<file path="src/rtl/aes_frame_ctrl_pkg.sv">
// Shared definitions for the AES frame controller: FSM encoding and framing constants.
package aes_frame_ctrl_pkg;

  typedef enum logic [2:0] {
    S_IDLE,
    S_HALF,
    S_RUN,
    S_WAIT,
    S_SEND,
    S_TXWAIT
  } state_t;

  localparam logic [7:0] FRAME_HDR       = 8'h02;
  localparam logic [4:0] BYTES_PER_BLOCK = 5'd16;

endpackage

</file>
<file path="src/rtl/aes_frame_serializer.sv">
// Holds the AES result, the byte index and the transmit byte mux.
// Define AES_FRAME_HDR_EN to prefix every block with the FRAME_HDR byte.
module aes_frame_serializer
  import aes_frame_ctrl_pkg::*;
(
  input  logic         clk,
  input  logic         rst,
  input  logic         capture,
  input  logic [127:0] dout,
  input  logic         advance,
  input  logic         active,
  output logic [7:0]   tx_byte,
  output logic         last
);

  logic [127:0] result;
  logic [4:0]   idx;
  logic [7:0]   sel_byte;

  always_ff @(posedge clk or posedge rst) begin
    if (rst) begin
      result <= '0;
      idx    <= '0;
    end else if (capture) begin
      result <= dout;
      idx    <= '0;
    end else if (advance) begin
      idx <= idx + 5'd1;
    end
  end

`ifdef AES_FRAME_HDR_EN
  // idx 0 is the header slot, so result bytes live at idx 1..16.
  logic [4:0] data_idx;
  assign data_idx = idx - 5'd1;
  assign last     = (idx == BYTES_PER_BLOCK);

  always_comb begin
    sel_byte = '0;
    if (idx == 5'd0)
      sel_byte = FRAME_HDR;
    else if (data_idx < BYTES_PER_BLOCK)
      sel_byte = result[{data_idx[3:0], 3'b000} +: 8];
  end
`else
  assign last = (idx == BYTES_PER_BLOCK - 5'd1);

  always_comb begin
    sel_byte = '0;
    if (idx < BYTES_PER_BLOCK)
      sel_byte = result[{idx[3:0], 3'b000} +: 8];
  end
`endif

  assign tx_byte = active ? sel_byte : 8'h00;

endmodule

</file>
<file path="src/rtl/aes_frame_ctrl.sv">
// Collects two 64-bit UART packets into an AES block, runs the core and streams the result bytes.
// Optional AES_FRAME_HDR_EN adds a header byte in front of each transmitted block.
module aes_frame_ctrl
  import aes_frame_ctrl_pkg::*;
(
  input  logic         clk,
  input  logic         rst,
  input  logic         rx_valid,
  input  logic [63:0]  rx_data,
  output logic         aes_start,
  output logic [127:0] aes_din,
  input  logic         aes_done,
  input  logic [127:0] aes_dout,
  output logic         tx_send,
  output logic [7:0]   tx_byte,
  input  logic         tx_done,
  output logic         busy,
  output logic         err
);

  state_t       state, next_state;
  logic [127:0] block;
  logic         capture, advance, active, last;

  always_ff @(posedge clk or posedge rst) begin
    if (rst) state <= S_IDLE;
    else     state <= next_state;
  end

  always_comb begin
    next_state = state;
    case (state)
      S_IDLE:   if (rx_valid) next_state = S_HALF;
      S_HALF:   if (rx_valid) next_state = S_RUN;
      S_RUN:    next_state = S_WAIT;
      S_WAIT:   if (aes_done) next_state = S_SEND;
      S_SEND:   next_state = S_TXWAIT;
      S_TXWAIT: if (tx_done) next_state = last ? S_IDLE : S_SEND;
      default:  next_state = S_IDLE;
    endcase
  end

  always_comb begin
    aes_start = 1'b0;
    tx_send   = 1'b0;
    capture   = 1'b0;
    advance   = 1'b0;
    active    = 1'b0;
    busy      = 1'b1;
    case (state)
      S_IDLE, S_HALF: busy = 1'b0;
      S_RUN:          aes_start = 1'b1;
      S_WAIT:         capture = aes_done;
      S_SEND: begin
        tx_send = 1'b1;
        active  = 1'b1;
      end
      S_TXWAIT: begin
        advance = tx_done;
        active  = 1'b1;
      end
      default:        busy = 1'b1;
    endcase
  end

  // Packets only land while assembling; anywhere else they are dropped and flagged.
  always_ff @(posedge clk or posedge rst) begin
    if (rst) begin
      block <= '0;
      err   <= 1'b0;
    end else if (rx_valid) begin
      if (state == S_IDLE)      block[63:0]   <= rx_data;
      else if (state == S_HALF) block[127:64] <= rx_data;
      else                      err           <= 1'b1;
    end
  end

  assign aes_din = block;

  aes_frame_serializer u_serializer (
    .clk     (clk),
    .rst     (rst),
    .capture (capture),
    .dout    (aes_dout),
    .advance (advance),
    .active  (active),
    .tx_byte (tx_byte),
    .last    (last)
  );

endmodule
</file>
<file path="config.mk">
export PLATFORM = sky130hd
export DESIGN_NAME = aes_frame_ctrl
export DESIGN_NICKNAME = d
export VERILOG_FILES = /design/src/rtl/aes_frame_ctrl_pkg.sv /design/src/rtl/aes_frame_serializer.sv /design/src/rtl/aes_frame_ctrl.sv
export SDC_FILE = /design/constraint.sdc
export NUM_CORES = 1
export LEC_CHECK = 0
export CORE_UTILIZATION = 47
export CTS_CLUSTER_SIZE = 16
export DETAILED_ROUTE_END_ITERATION = 10
export PLACE_DENSITY = 0.82
export SLEW_MARGIN = 0
export SYNTH_ARGS = -nofsm -noshare
export SYNTH_HDL_FRONTEND = slang
export SYNTH_HIERARCHICAL = 1
export SYNTH_SLANG_ARGS = --single-unit
</file>
<file path="constraint.sdc">
create_clock -name clk -period 5.5 [get_ports clk]
set_clock_uncertainty 0.1 [all_clocks]
set_input_delay 1.1 -clock clk [delete_from_list [all_inputs] [get_ports clk]]
set_output_delay 1.1 -clock clk [all_outputs]
set_load 0.01 [all_outputs]
</file>
Word-level counts from Yosys, hierarchy flattened
Index checks and enable logic that the tools add are counted.
{"block": "op_classes", "addsub": 1, "order_cmp": 1, "n_eq_ne": 10, "shifts": 1, "muxes": 16, "bitwise_logic": 2, "n_reduce_logical": 8}
{"op": "$shiftx 128x8->8", "count": 1}
{"op": "$pmux 3 s6", "count": 1}
{"op": "$mux 8", "count": 2}
{"op": "$mux 3", "count": 5}
{"op": "$mux 5", "count": 2}
{"op": "$ne 2x2->1 const B", "count": 4}
{"op": "$eq 3x2->1 const B", "count": 2}
{"op": "$eq 3x3->1 const B", "count": 2}
{"op": "$mux 1", "count": 6}
{"op": "$reduce_and 3->1", "count": 2}
{"op": "$add 5x1->5 const B", "count": 1}
{"op": "$eq 5x4->1 const B", "count": 1}
{"op": "$lt 5x5->1 const B", "count": 1}
{"op": "$reduce_and 4->1", "count": 1}
{"op": "$reduce_or 2->1", "count": 2}
{"op": "$eq 3x1->1 const B", "count": 1}
{"op": "$logic_not 3->1", "count": 1}
{"op": "$not 1->1", "count": 2}
{"op": "$reduce_and 2->1", "count": 1}
{"op": "$reduce_bool 2->1", "count": 1}
{"block": "totals", "regBits": 265, "inputBits": 197, "out_inout_bits": 140, "elab_cells": 45}

Longest topological paths before layout
{"block": "depth", "ltp_word": 4, "ltp_mapped": 7, "depth_no_buf": 5}

By module
The synthesis kept the hierarchy.
{"module": "aes_frame_serializer", "n_inst": 1, "cells_per_inst": 439, "area_each_um2": 6173.4, "seq_area_each_um2": 3328.2}
{"module": "aes_frame_ctrl", "n_inst": 1, "cells_per_inst": 298, "area_each_um2": 5023.6, "seq_area_each_um2": 3303.2}

Worst setup path after synthesis
No wires, ideal clock.
{"block": "synth_timing", "path_kind": "register to output", "from": "register u_serializer.idx[1]", "to": "output port tx_byte[6]", "arrival_time_ns": 1.286, "setup_slack_ns": 3.014, "path_stages_with_launch": 7, "path_cell_list": "dfrtp_1 -> buf_6 -> and2_1 -> clkbuf_2 -> a22oi_1 -> nand2_1 -> o22ai_1"}
{"block": "synth_between", "elab_chain_cells": 3, "elab_cells_between_ends": 4, "cone_classes": "order compare: 1; shift: 1; mux: 2"}
{"item": "from (decl)", "line_no": "aes_frame_serializer.sv:17", "rtl": "logic [4:0] idx;"}
{"item": "from (signal assigned)", "line_no": "aes_frame_serializer.sv:28", "rtl": "idx <= idx + 5'd1;"}
{"item": "$shiftx 128x8->8 / $lt 5x5->1 (equally long branches)", "line_no": "aes_frame_serializer.sv:51, aes_frame_serializer.sv:50"}
{"item": "$mux 8 *", "line_no": "aes_frame_serializer.sv:50", "rtl": "if (idx < BYTES_PER_BLOCK)"}
{"item": "$mux 8 *", "line_no": "aes_frame_serializer.sv:55", "rtl": "assign tx_byte = active ? sel_byte : 8'h00;"}
{"item": "to (decl)", "line_no": "aes_frame_ctrl.sv:15", "rtl": "output logic [7:0] tx_byte,"}
Mark *: on every way between the ends. The rest lies on a longest branch, timed or not.

Worst setup path in the final report
{"block": "layout_timing", "from": "register u_serializer.idx[1]", "to": "output port tx_byte[4]"}
The elaborated chain is that of the path after synthesis.

==> metrics <==
DIE HEIGHT=around 160 µm; share of layout cells above drive strength 1=0.284; worst slew pin tran=0.996 ns; Placed Instance Area=around 0.015 mm²; io pins=337; DRC errors left=0; Post-Layout Cell Count=approximately 1400; initial core utilization=0.478; Synth area leader=dfrtp_1; final net count=between 1000 and 1500; Die W=156 µm; Setup Total Neg Slack=0 ns; First DRT Iteration DRCs=approximately 310; largest net degree at the start of global routing=about 140; P per Cell Area=just under 600 mW/mm²; Clock transition at path regs=0.06 ns; CP endpoint kind=output port; Worst VDD drop=approximately 0.29 mV; H-tree Lvls=1; Post-Layout Inst Area=0.0156 mm²; YS warnings=6; placed cell count=between 1000 and 1500; Area contributors post-synth=dfrtp_1, mux2_2, mux2i_1; number of global-route vias before repair=about 7600; Synth Instances=737; Die ar.=between 0.02 and 0.025 mm²; GRT overflow=0; post-CTS sizing=0; Max Fclk=234 MHz; Seq cells post-synth=265; number of antenna violations at the first check in global routing=1; most frequent cells in the layout=clkdlybuf4s50_1, dfrtp_1, mux2_2; Storage cell area=around 0.0066 mm²; outcome=completed; DR WL/cell=around 20 µm; unrepaired setup endpoints after global routing=no; port bufs=about 340; post-DP HPWL=approximately 20 mm; 1st-pass router iterations=4; most common cell after layout, fill and taps aside=clkdlybuf4s50_1; max-slew violations=0; Core Rows=56; synthesized cell area=between 0.01 and 0.015 mm²; via count=between 7000 and 8000; worst min-delay path class=flip-flop to flip-flop; Max transition margin=0.336; Routed WL=around 27 mm; total track usage=0.226; Setup Crit Path Kind=flip-flop to output port; Fillers=between 1500 and 2000; post-synth net total=around 940; Tcrit/Tclk final=0.776; antenna viol nets, final=0; sequential cell area fraction in the yosys report=0.592; clk buf depth=3; share of the synthesized area in the top cell type=0.592; area of the multi-input gates=0.00419 mm²; Mapped Avg Cell Area=roughly 15 µm²; Root Buffer=clkbuf_16; gpl congestion=between 0.8 and 0.9; Yosys cell types=35; global-route wire length before repair=42.6 mm; Hold Fails Final Rpt=0; Crit Path Max Fanout=39; Required @ worst endpoint=4.30 ns; # Post-CTS Setup Buffers=0; clock sink count=around 270; Tmin final=~4.3 ns; WP data arrival=3.07 ns; CP startpoint kind=flip-flop; CTS Hold Bufs=0; core area=about 0.023 mm²; final setup vio count=0; Max-Cap Viols=0; cell leakage power=approximately 6.3 nW; vias per inst=between 5 and 6; antenna fix cells=0; CTS buffer count=28; area growth from synthesis to layout=38.9%; CTS tree=done; Skew-Pair Late Insertion Delay=~0.54 ns
## flip-flops by register name, summed over array words and instances, names as in the netlist
| register | flops |
|---|---|
| state | 3 |
| err | 1 |
| u_serializer/idx | 5 |
| aes_din | 128 |
| u_serializer/result | 128 |
## path summary, 6_finish.rpt
path | cells past startpoint | slack (ns) | start | endpoint
max | 5 | 1.23 | u_serializer/idx[1] | tx_byte[4]
max in group asynchronous | 3 | 3.18 | rst | u_serializer/result[106]
min in group asynchronous | 2 | 1.07 | rst | aes_din[25]
min reg2reg | 1 | 0.36 | err | err
min | 1 | 0.36 | err | err
max reg2reg | 4 | 3.24 | state[0] | u_serializer/result[86]
## cell type report
| type | count | area share |
|---|---|---|
| Sequential cell | 265 | 0.426 |
| Tap cell | 319 | 0.0257 |
| Clock inverter | 5 | 0.00346 |
| Inverter | 3 | 0.00105 |
| Multi-Input combinational cell | 423 | 0.270 |
| Clock buffer | 40 | 0.0525 |
| Timing Repair Buffer | 343 | 0.221 |
## synthesized netlist by cell type (all sizes together)
| library cell | number |
|---|---|
| mux2i | 65 |
| a21o | 2 |
| a211oi | 1 |
| xor2 | 2 |
| nor3b | 2 |
| a22oi | 32 |
| ha | 2 |
| nand3 | 3 |
| and2 | 2 |
| nand3b | 2 |
| nor2 | 9 |
| nand2b | 3 |
| buf | 41 |
| inv | 3 |
| nand2 | 20 |
| o22ai | 8 |
| a221oi | 1 |
| clkbuf | 5 |
| mux2 | 256 |
| nor4 | 1 |
| o21ai | 1 |
| a21oi | 1 |
| or2 | 1 |
| nor2b | 5 |
| xnor2 | 1 |
| nor3 | 1 |
| and3 | 2 |
| dfrtp | 265 |
## logic make-up after synthesis
logic type / after synthesis / share of synthesized area
AO/OA/AOI/OAI: 46 / 0.0296
XOR/XNOR: 3 / 0.00235
multiplexers: 321 / 0.316
flip-flops: 265 / 0.592
buffers and inverters: 49 / 0.0343
adder cells (fa/ha/maj): 2 / 0.00223
AND/OR/NAND/NOR: 51 / 0.0237
## where the power goes
| part | switching (mW) | internal, mW |
|---|---|---|
| Combinational | 1.37 | 2.22 |
| Clock | 0.736 | 1.06 |
| Sequential | 0.653 | 2.95 |
| Total | 2.76 | 6.23 |
## routing by layer
layer / vias up / share of wire / track usage
met4: 2 / 0.032 / 0.0770
met2: 264 / 0.48 / 0.379
met3: 52 / 0.075 / 0.0540
met5: - / 0.00048 / 0
li1: 3316 / - / -
met1: 3577 / 0.41 / 0.286
## worst max-delay path, cell delays in order (launching register included)
cell             delay [ns]
dfrtp_2                1.02
nor2_1                 0.31
a22oi_1                0.24
nand2_1                0.10
o22ai_1                0.27
clkdlybuf4s50_1        0.60
## through the flow
step                utilization  worst slack, ns  hold slack [ns]  total power, mW
finish                    0.665             1.23            0.361             8.99
global route              0.665             1.05            0.394             9.51
CTS                       0.665             1.20            0.365             9.06
detailed placement        0.627             1.79            0.351             7.23
global placement          0.627             1.86            0.340             7.12
floorplan                     -            0.746            0.380             5.58
No activity file was read; power rests on OpenSTA's default activity.
